[src/rtl/mips_ctrl_pkg.sv]
`default_nettype none
// ============================================================================
// Module      : mips_ctrl_pkg
// Description : Shared constants and types for the multicycle MIPS control FSM
//               and the downstream ALU control decoder.
// Revision    : 1.0 - initial release
// ============================================================================
package mips_ctrl_pkg;

  localparam logic [5:0] OP_RTYPE = 6'b000000;
  localparam logic [5:0] OP_LW    = 6'b100011;
  localparam logic [5:0] OP_SW    = 6'b101011;
  localparam logic [5:0] OP_BEQ   = 6'b000100;
  localparam logic [5:0] OP_J     = 6'b000010;
  localparam logic [5:0] OP_ADDI  = 6'b001000;

  localparam logic [1:0] ALUOP_ADD   = 2'b00;
  localparam logic [1:0] ALUOP_SUB   = 2'b01;
  localparam logic [1:0] ALUOP_FUNCT = 2'b10;

  localparam logic [1:0] SRCB_B      = 2'b00;
  localparam logic [1:0] SRCB_FOUR   = 2'b01;
  localparam logic [1:0] SRCB_IMM    = 2'b10;
  localparam logic [1:0] SRCB_IMM_SH = 2'b11;

  localparam logic [1:0] PCSRC_ALU    = 2'b00;
  localparam logic [1:0] PCSRC_ALUOUT = 2'b01;
  localparam logic [1:0] PCSRC_JUMP   = 2'b10;

  typedef enum logic [3:0] {
    ST_FETCH   = 4'd0,
    ST_DECODE  = 4'd1,
    ST_MEMADR  = 4'd2,
    ST_MEMRD   = 4'd3,
    ST_MEMWB   = 4'd4,
    ST_MEMWR   = 4'd5,
    ST_EXEC    = 4'd6,
    ST_RWB     = 4'd7,
    ST_BRANCH  = 4'd8,
    ST_JUMP    = 4'd9,
    ST_ADDIEX  = 4'd10,
    ST_ADDIWB  = 4'd11,
    ST_ILLEGAL = 4'd12
  } state_e;

  typedef struct packed {
    logic       pc_write;
    logic       pc_write_cond;
    logic       iord;
    logic       mem_read;
    logic       mem_write;
    logic       ir_write;
    logic       mem_to_reg;
    logic       reg_dst;
    logic       reg_write;
    logic       alu_src_a;
    logic [1:0] alu_src_b;
    logic [1:0] alu_op;
    logic [1:0] pc_source;
    logic       instr_done;
    logic       illegal_op;
    logic [3:0] state_dbg;
  } ctrl_t;

endpackage
`default_nettype wire

[src/rtl/mc_ctrl_decode.sv]
`default_nettype none
// ============================================================================
// Module      : mc_ctrl_decode
// Description : Combinational map from FSM state (plus mem_ready, rst_n) to
//               every datapath control output.
// Revision    : 1.0 - initial release
// ============================================================================
module mc_ctrl_decode
  import mips_ctrl_pkg::*;
(
  input  state_e     state_i,
  input  logic       mem_ready_i,
  input  logic       rst_n_i,
  output ctrl_t      ctrl_o
);

  always_comb begin
    ctrl_o           = '0;
    ctrl_o.state_dbg = state_i;
    case (state_i)
      ST_FETCH: begin
        ctrl_o.mem_read  = 1'b1;
        ctrl_o.iord      = 1'b0;
        ctrl_o.alu_src_a = 1'b0;
        ctrl_o.alu_src_b = SRCB_FOUR;
        ctrl_o.alu_op    = ALUOP_ADD;
        ctrl_o.pc_source = PCSRC_ALU;
        // IR load and PC+4 commit only on the cycle memory delivers the word
        ctrl_o.ir_write  = mem_ready_i;
        ctrl_o.pc_write  = mem_ready_i;
      end
      ST_DECODE: begin
        ctrl_o.alu_src_a = 1'b0;
        ctrl_o.alu_src_b = SRCB_IMM_SH;
        ctrl_o.alu_op    = ALUOP_ADD;
      end
      ST_MEMADR: begin
        ctrl_o.alu_src_a = 1'b1;
        ctrl_o.alu_src_b = SRCB_IMM;
        ctrl_o.alu_op    = ALUOP_ADD;
      end
      ST_MEMRD: begin
        ctrl_o.mem_read = 1'b1;
        ctrl_o.iord     = 1'b1;
      end
      ST_MEMWB: begin
        ctrl_o.reg_write  = 1'b1;
        ctrl_o.mem_to_reg = 1'b1;
        ctrl_o.reg_dst    = 1'b0;
        ctrl_o.instr_done = 1'b1;
      end
      ST_MEMWR: begin
        ctrl_o.mem_write  = 1'b1;
        ctrl_o.iord       = 1'b1;
        ctrl_o.instr_done = mem_ready_i;
      end
      ST_EXEC: begin
        ctrl_o.alu_src_a = 1'b1;
        ctrl_o.alu_src_b = SRCB_B;
        ctrl_o.alu_op    = ALUOP_FUNCT;
      end
      ST_RWB: begin
        ctrl_o.reg_write  = 1'b1;
        ctrl_o.reg_dst    = 1'b1;
        ctrl_o.mem_to_reg = 1'b0;
        ctrl_o.instr_done = 1'b1;
      end
      ST_BRANCH: begin
        ctrl_o.alu_src_a     = 1'b1;
        ctrl_o.alu_src_b     = SRCB_B;
        ctrl_o.alu_op        = ALUOP_SUB;
        ctrl_o.pc_write_cond = 1'b1;
        ctrl_o.pc_source     = PCSRC_ALUOUT;
        ctrl_o.instr_done    = 1'b1;
      end
      ST_JUMP: begin
        ctrl_o.pc_write   = 1'b1;
        ctrl_o.pc_source  = PCSRC_JUMP;
        ctrl_o.instr_done = 1'b1;
      end
      ST_ADDIEX: begin
        ctrl_o.alu_src_a = 1'b1;
        ctrl_o.alu_src_b = SRCB_IMM;
        ctrl_o.alu_op    = ALUOP_ADD;
      end
      ST_ADDIWB: begin
        ctrl_o.reg_write  = 1'b1;
        ctrl_o.reg_dst    = 1'b0;
        ctrl_o.mem_to_reg = 1'b0;
        ctrl_o.instr_done = 1'b1;
      end
      ST_ILLEGAL: begin
        ctrl_o.illegal_op = 1'b1;
      end
      default: begin
        ctrl_o.illegal_op = 1'b0;
      end
    endcase

    // Side-effecting strobes are suppressed while reset is held; selects keep decoding.
    if (!rst_n_i) begin
      ctrl_o.pc_write      = 1'b0;
      ctrl_o.pc_write_cond = 1'b0;
      ctrl_o.ir_write      = 1'b0;
      ctrl_o.mem_read      = 1'b0;
      ctrl_o.mem_write     = 1'b0;
      ctrl_o.reg_write     = 1'b0;
      ctrl_o.instr_done    = 1'b0;
    end
  end

endmodule
`default_nettype wire

[src/rtl/mc_main_control.sv]
`default_nettype none
// ============================================================================
// Module      : mc_main_control
// Description : Multicycle MIPS main control FSM: state register and
//               next-state logic; outputs come from mc_ctrl_decode.
// Revision    : 1.0 - initial release
// ============================================================================
module mc_main_control
  import mips_ctrl_pkg::*;
(
  input  logic       clk,
  input  logic       rst_n,
  input  logic [5:0] opcode,
  input  logic       mem_ready,
  output logic       pc_write,
  output logic       pc_write_cond,
  output logic       iord,
  output logic       mem_read,
  output logic       mem_write,
  output logic       ir_write,
  output logic       mem_to_reg,
  output logic       reg_dst,
  output logic       reg_write,
  output logic       alu_src_a,
  output logic [1:0] alu_src_b,
  output logic [1:0] ALUop,
  output logic [1:0] pc_source,
  output logic       instr_done,
  output logic       illegal_op,
  output logic [3:0] state_dbg
);

  state_e state_q;
  state_e state_d;
  ctrl_t  ctrl;

  always_ff @(posedge clk) begin
    if (!rst_n) begin
      state_q <= ST_FETCH;
    end else begin
      state_q <= state_d;
    end
  end

  always_comb begin
    state_d = state_q;
    case (state_q)
      ST_FETCH:  if (mem_ready) state_d = ST_DECODE;
      ST_DECODE: begin
        case (opcode)
          OP_RTYPE:     state_d = ST_EXEC;
          OP_LW, OP_SW: state_d = ST_MEMADR;
          OP_BEQ:       state_d = ST_BRANCH;
          OP_J:         state_d = ST_JUMP;
          OP_ADDI:      state_d = ST_ADDIEX;
          default:      state_d = ST_ILLEGAL;
        endcase
      end
      // Opcode is looked at again here to split load from store.
      ST_MEMADR: begin
        if (opcode == OP_LW) begin
          state_d = ST_MEMRD;
        end else if (opcode == OP_SW) begin
          state_d = ST_MEMWR;
        end else begin
          state_d = ST_ILLEGAL;
        end
      end
      ST_MEMRD:   if (mem_ready) state_d = ST_MEMWB;
      ST_MEMWB:   state_d = ST_FETCH;
      ST_MEMWR:   if (mem_ready) state_d = ST_FETCH;
      ST_EXEC:    state_d = ST_RWB;
      ST_RWB:     state_d = ST_FETCH;
      ST_BRANCH:  state_d = ST_FETCH;
      ST_JUMP:    state_d = ST_FETCH;
      ST_ADDIEX:  state_d = ST_ADDIWB;
      ST_ADDIWB:  state_d = ST_FETCH;
      ST_ILLEGAL: state_d = ST_ILLEGAL;
      default:    state_d = ST_ILLEGAL;
    endcase
  end

  mc_ctrl_decode u_decode (
    .state_i     (state_q),
    .mem_ready_i (mem_ready),
    .rst_n_i     (rst_n),
    .ctrl_o      (ctrl)
  );

  assign pc_write      = ctrl.pc_write;
  assign pc_write_cond = ctrl.pc_write_cond;
  assign iord          = ctrl.iord;
  assign mem_read      = ctrl.mem_read;
  assign mem_write     = ctrl.mem_write;
  assign ir_write      = ctrl.ir_write;
  assign mem_to_reg    = ctrl.mem_to_reg;
  assign reg_dst       = ctrl.reg_dst;
  assign reg_write     = ctrl.reg_write;
  assign alu_src_a     = ctrl.alu_src_a;
  assign alu_src_b     = ctrl.alu_src_b;
  assign ALUop         = ctrl.alu_op;
  assign pc_source     = ctrl.pc_source;
  assign instr_done    = ctrl.instr_done;
  assign illegal_op    = ctrl.illegal_op;
  assign state_dbg     = ctrl.state_dbg;

endmodule
`default_nettype wire

[config.mk]
export PLATFORM = sky130hd
export DESIGN_NAME = mc_main_control
export DESIGN_NICKNAME = d
export VERILOG_FILES = /design/src/rtl/mips_ctrl_pkg.sv /design/src/rtl/mc_ctrl_decode.sv /design/src/rtl/mc_main_control.sv
export SDC_FILE = /design/constraint.sdc
export NUM_CORES = 1
export LEC_CHECK = 0
export CAP_MARGIN = 20
export CORE_AREA = 2 2 39 41
export DETAILED_ROUTE_END_ITERATION = 7
export DIE_AREA = 0 0 41 43
export DONT_BUFFER_PORTS = 1
export GPL_TIMING_DRIVEN = 0
export RECOVER_POWER = 100
export SLEW_MARGIN = 20
export SYNTH_ARGS = -nofsm -noshare
export SYNTH_HDL_FRONTEND = slang
export SYNTH_SLANG_ARGS = --single-unit
[constraint.sdc]
create_clock -name clk -period 1.65 [get_ports clk]
set_input_delay 0.2475 -clock clk [delete_from_list [all_inputs] [get_ports clk]]
set_output_delay 0.2475 -clock clk [all_outputs]
set_load 0.1 [all_outputs]
==> results of run 1 <==
-- logic make-up after synthesis --
group / after synthesis / share of synthesized area [%]
and+or+nand+nor: 52 / 42.8
AOI/OAI and AO/OA: 28 / 31.0
buffers and inverters: 11 / 9.27
DFF: 4 / 12.6
xor gates and xnor gates: 2 / 2.76
muxes: 1 / 1.58
-- metrics by stage --
step                hold slack, ps  area (µm²)  utilization (%)  TNS (ps)
floorplan                      357         876                -     -5360
global placement               382         896             64.7     -6490
detailed placement             371         911             65.8     -6070
CTS                            123        1350             97.6    -13440
-- timing repair --
item | 4_1_cts
endpoints found under the setup margin | 18
pin swaps | 18
resized for setup | 53
buffers inserted | 23
-- synthesized netlist by cell type, types with 2 or more instances --
cell / number
sky130_fd_sc_hd__nor2_1: 15
sky130_fd_sc_hd__nand2_1: 11
sky130_fd_sc_hd__nor3_1: 9
sky130_fd_sc_hd__o21ai_0: 6
sky130_fd_sc_hd__a21oi_1: 5
sky130_fd_sc_hd__buf_2: 5
sky130_fd_sc_hd__dfxtp_1: 4
sky130_fd_sc_hd__inv_1: 4
sky130_fd_sc_hd__nor2b_1: 3
sky130_fd_sc_hd__a211o_1: 2
sky130_fd_sc_hd__a21o_1: 2
sky130_fd_sc_hd__nand2b_1: 2
sky130_fd_sc_hd__nand3_1: 2
sky130_fd_sc_hd__nor4_1: 2
sky130_fd_sc_hd__o211ai_1: 2
==> results.md, run 1 <==
## Placed design
• 1.50 mm — DPL Wire Length
• -896 ps — Setup WS pre-CTS
• 0 — IO buf count
• 0.921 — global placer's final weighted congestion
• 115 — cell total after placement

## STA
• reg_write — worst setup endpoint GRT
• primary output — category of the worst endpoint

## Synth
• 98 — synthesized instance count
• 107 — synthesized netlist net count
• 0 — total number of yosys warnings
• 4 — number of register bits inferred by synthesis
• 0 — Post-synth EDFFs
• 12.6% — sequential-to-total area share from yosys stat
• 12.6% — fraction of synthesized cell area taken by the top area cell type
• 39 — count of distinct cell types in the synthesized netlist
• sky130_fd_sc_hd__dfxtp_1 (13%), sky130_fd_sc_hd__nor2_1 (8.9%), sky130_fd_sc_hd__nor3_1 (7.1%) — Area contributors post-synth
• sky130_fd_sc_hd__dfxtp_1 — Synth area leader
• 6.47 µm² — average instance area after synthesis
• 0% — fraction of registers with async set/reset
• 634 µm² — synthesized area
• sky130_fd_sc_hd__dfxtp_1 — dominant register cell in the synthesized netlist

## Clock network
• 0 — CTS Hold Buffers Added
• 4 — CTS Sinks
• sky130_fd_sc_hd__clkbuf_4 — CTS root buffer
• 2 — largest buffer count on any clock path
• 1 — CTS H-tree lvls
• 3 — number of clock buffers inserted by TritonCTS

## Global route
• 11 — maximum number of pins on one net before global-route repair

## Floorplanning
• 43 µm — Die Y-Extent
• 14 — placement row count
• 45.8% — starting utilization of the core area
• 41 µm — Die Width
• 31 — I/O pin count

## Status
• 5_1_grt — stage where the flow stopped
• [ERROR DPL-0038] Utilization greater than 100%, impossible to legalize — error message
• stopped before the end — run status

==> run 2: changes to the inputs <==
Settings changed: CORE_AREA 2 2 39 41 to 2 2 63 65, DIE_AREA 0 0 41 43 to 0 0 65 67, PLACE_DENSITY_LB_ADDON set to 0.15.
==> run 2 against run 1 <==
Synthesized cell count unchanged; the flow now finishes, with violations (setup timing); area after synthesis unchanged.
==> results.md, run 2 <==
## Status
• finished with violations — run status
• setup timing — violated checks

## Floorplanning
• 4360 µm² — DIE AREA
• 31 — I/O pin count, unchanged
• 67 µm — Die Y-Extent, +56%
• 65 µm — Die Width, +59%
• 22 — placement row count, +8
• 17.6% — starting utilization of the core area, -28 points
• 3610 µm² — core area

## Power
• 15.7% — share of power burned in registers
• 1630 µW — Net Sw Power
• 0.494 mV — worst IR drop on VDD
• 8.0% — share of power burned in the clock network
• 909 µW — Pint
• 76.3% — combinational group share of total power
• 0.000438 µW — Pleak
• 1860 nW/µm² — cell area power density
• 64.1% — proportion of total power due to net switching

## Finish
• 4 — flip-flop count of the largest register after layout
• 129 — number of nets in the finished design
• 95.1 µm² — area occupied by registers
• 115% — post-synthesis to final-layout area growth
• 0 — Antenna diodes
• state_q — largest reg by FF count
• sky130_fd_sc_hd__nor2_4 — most common cell after layout, fill and taps aside
• 818 µm² — combined area of the multi-input logic cells
• state_q x4 — biggest regs
• 61.9% — share of layout cells above drive strength 1
• 370 — Layout fillers
• sky130_fd_sc_hd__nor2_4 (9), sky130_fd_sc_hd__buf_12 (7), sky130_fd_sc_hd__buf_4 (7) — top library cells by usage in the layout, fill and taps aside
• 166 — number of standard cells in the layout, taps in and fillers out

## Synth
• 39 — count of distinct cell types in the synthesized netlist, unchanged
• 12.6% — sequential-to-total area share from yosys stat, unchanged
• 6.47 µm² — average instance area after synthesis, unchanged
• 0 — total number of yosys warnings, unchanged
• 12.6% — fraction of synthesized cell area taken by the top area cell type, unchanged
• sky130_fd_sc_hd__dfxtp_1 (13%), sky130_fd_sc_hd__nor2_1 (8.9%), sky130_fd_sc_hd__nor3_1 (7.1%) — Area contributors post-synth
• sky130_fd_sc_hd__nor2_1 — most common cell in the netlist
• 107 — synthesized netlist net count, unchanged
• 98 — synthesized instance count, unchanged
• sky130_fd_sc_hd__nor2_1 (15), sky130_fd_sc_hd__nand2_1 (11), sky130_fd_sc_hd__nor3_1 (9), sky130_fd_sc_hd__o21ai_0 (6) — Commonest cells post-synth
• sky130_fd_sc_hd__dfxtp_1 — dominant register cell in the synthesized netlist
• sky130_fd_sc_hd__dfxtp_1 — Synth area leader
• 4 — number of register bits inferred by synthesis, unchanged
• 634 µm² — synthesized area, unchanged
• 0% — fraction of registers with async set/reset, unchanged
• 0 — Post-synth EDFFs, unchanged

## STA
• 163% — fin crit share
• 21 — final setup vio count
• 0 — count of endpoints failing hold in the final timing report
• 2680 ps — post-layout minimum cycle time
• 0 — Max Transition Viols Final
• 0.373 GHz — peak clock frequency supported by timing
• -1030 ps — worst setup slack after layout
• 1080 ps — slew of the pin with the lowest slew margin
• true — setup repair after global routing missed its margin
• 27.7% — worst-case headroom to the max-slew limit
• -10,290 ps — aggregate negative setup slack
• 5.32 ps — largest clock skew in the final design

## Global route
• 4.40 mm — global-route wire length before repair
• 0 — sum of overflow across all layers after global routing
• 13.0% — GR Util All Layers
• 11 — maximum number of pins on one net before global-route repair
• 0 — antenna violations before repair
• 850 — vias in the first global route

## Worst setup path
• 850 ps — critical path's largest stage delay
• state_q[1] — RR Startpoint
• register — CP startpoint kind
• sky130_fd_sc_hd__nor3_4 — CP max-delay cell
• simple AND/OR/NAND/NOR gates — family of cells with the greatest summed delay on the critical path
• register to primary output — class of the most critical setup path
• 2 — number of buffers and inverters on the critical path
• buf_8 -> buf_12 -> nor3_4 -> a31oi_2 -> nor2_4 — sequence of cells on the critical path
• 1400 ps — Worst EP required
• primary output — type of element capturing the critical path
• 2440 ps — data arrival time of the critical path
• state_q[0] — crit path from
• 2 — maximum net fanout on the critical path

## Clock network
• built — TritonCTS clock tree
• 3 — number of clock buffers inserted by TritonCTS, unchanged
• 220 ps — latest clock arrival within the worst-skew pair
• 30 ps — clock-pin slew on the worst setup and hold paths
• 4 — CTS Sinks, unchanged
• 2 — largest buffer count on any clock path, unchanged
• 1 — CTS H-tree lvls, unchanged
• sky130_fd_sc_hd__clkbuf_8 — CTS root buffer

## Routing
• 0 — antenna viol nets, final
• 854 — count of vias placed by the detailed router
• 2.75 mm — total wire length
• 0 — number of design rule violations left after detail routing
• 15 — Detailed Route Iter0 Violations
• 16.6 µm — post-detailed-route wirelength per cell
• 4 — total iterations of the first detailed-routing run
• 5.14 — average via count per standard cell

## Hold path
• input port to register — Hold WC Path Type
• mem_ready — critical hold path startpoint

## Placed design
• 1.94 mm — DPL Wire Length, +29%
• 0.907 — global placer's final weighted congestion, -1.5%
• 0 — IO buf count, unchanged
• 147 — cell total after placement, +28%

## Flow run
• 0 — max-cap check violation count

-- run 2: final cells by class --
type	instances	area share (%)
Inverter	4	1.10
Timing Repair Buffer	17	16.0
Multi-Input combinational cell	83	60.0
Sequential cell	4	6.97
Clock buffer	3	3.03
Tap cell	48	4.40
Buffer	7	8.53
-- run 2: path summary, 6_finish.rpt --
check,depth (start not counted),endpoint,slack [ps]
setup / recovery,5,reg_write,-1030
hold / removal,1,state_q[0],150
setup reg to reg,7,state_q[3],-30
hold reg to reg,2,state_q[0],850
-- run 2: per-stage QoR --
stage	worst slack (ps)	area (µm²)	hold WS, ps	total power, µW	util, %
detailed placement	-930	951	383	1940	26.4
global placement	-897	936	381	1930	26.0
CTS	-1050	1180	157	2340	32.8
global route	-1080	1360	138	2640	37.8
finish	-1030	1360	145	2540	37.8
floorplan	-850	876	357	1780	-
-- run 2: power groups by stage --
stage,logic (µW),clock network [µW],registers (µW)
2_1_floorplan,1420,0,358
3_3_place_gp,1550,0,377
3_5_place_dp,1570,0,376
4_1_cts,1740,209,387
5_1_grt,2020,222,401
6_report,1930,203,398
-- run 2: kinds of logic after synthesis --
kind of cell | share of synthesized area [%]
compound gates | 31.0
xor+xnor | 2.76
buf+inv | 9.27
flops | 12.6
mux | 1.58
simple gates | 42.8
-- run 2: metal layers --
metal  global-route usage [%]  vias up  part of all wire, %
li1                         -      405                    -
met1                     15.2      418                   41
met2                     23.8       31                   53
met3                     3.89        0                  5.7
met4                     1.60        0                    0
met5                        0        -                    0
-- run 2: repair_timing --
action                                  in CTS  in global routing
pin swaps                                   12                 13
gates cloned                                 0                  1
buffers inserted                             8                  8
endpoints found under the setup margin      20                 22
hold buffers                                 0                  0
resized for setup                           32                 13
(Power assumes the default switching activity.)
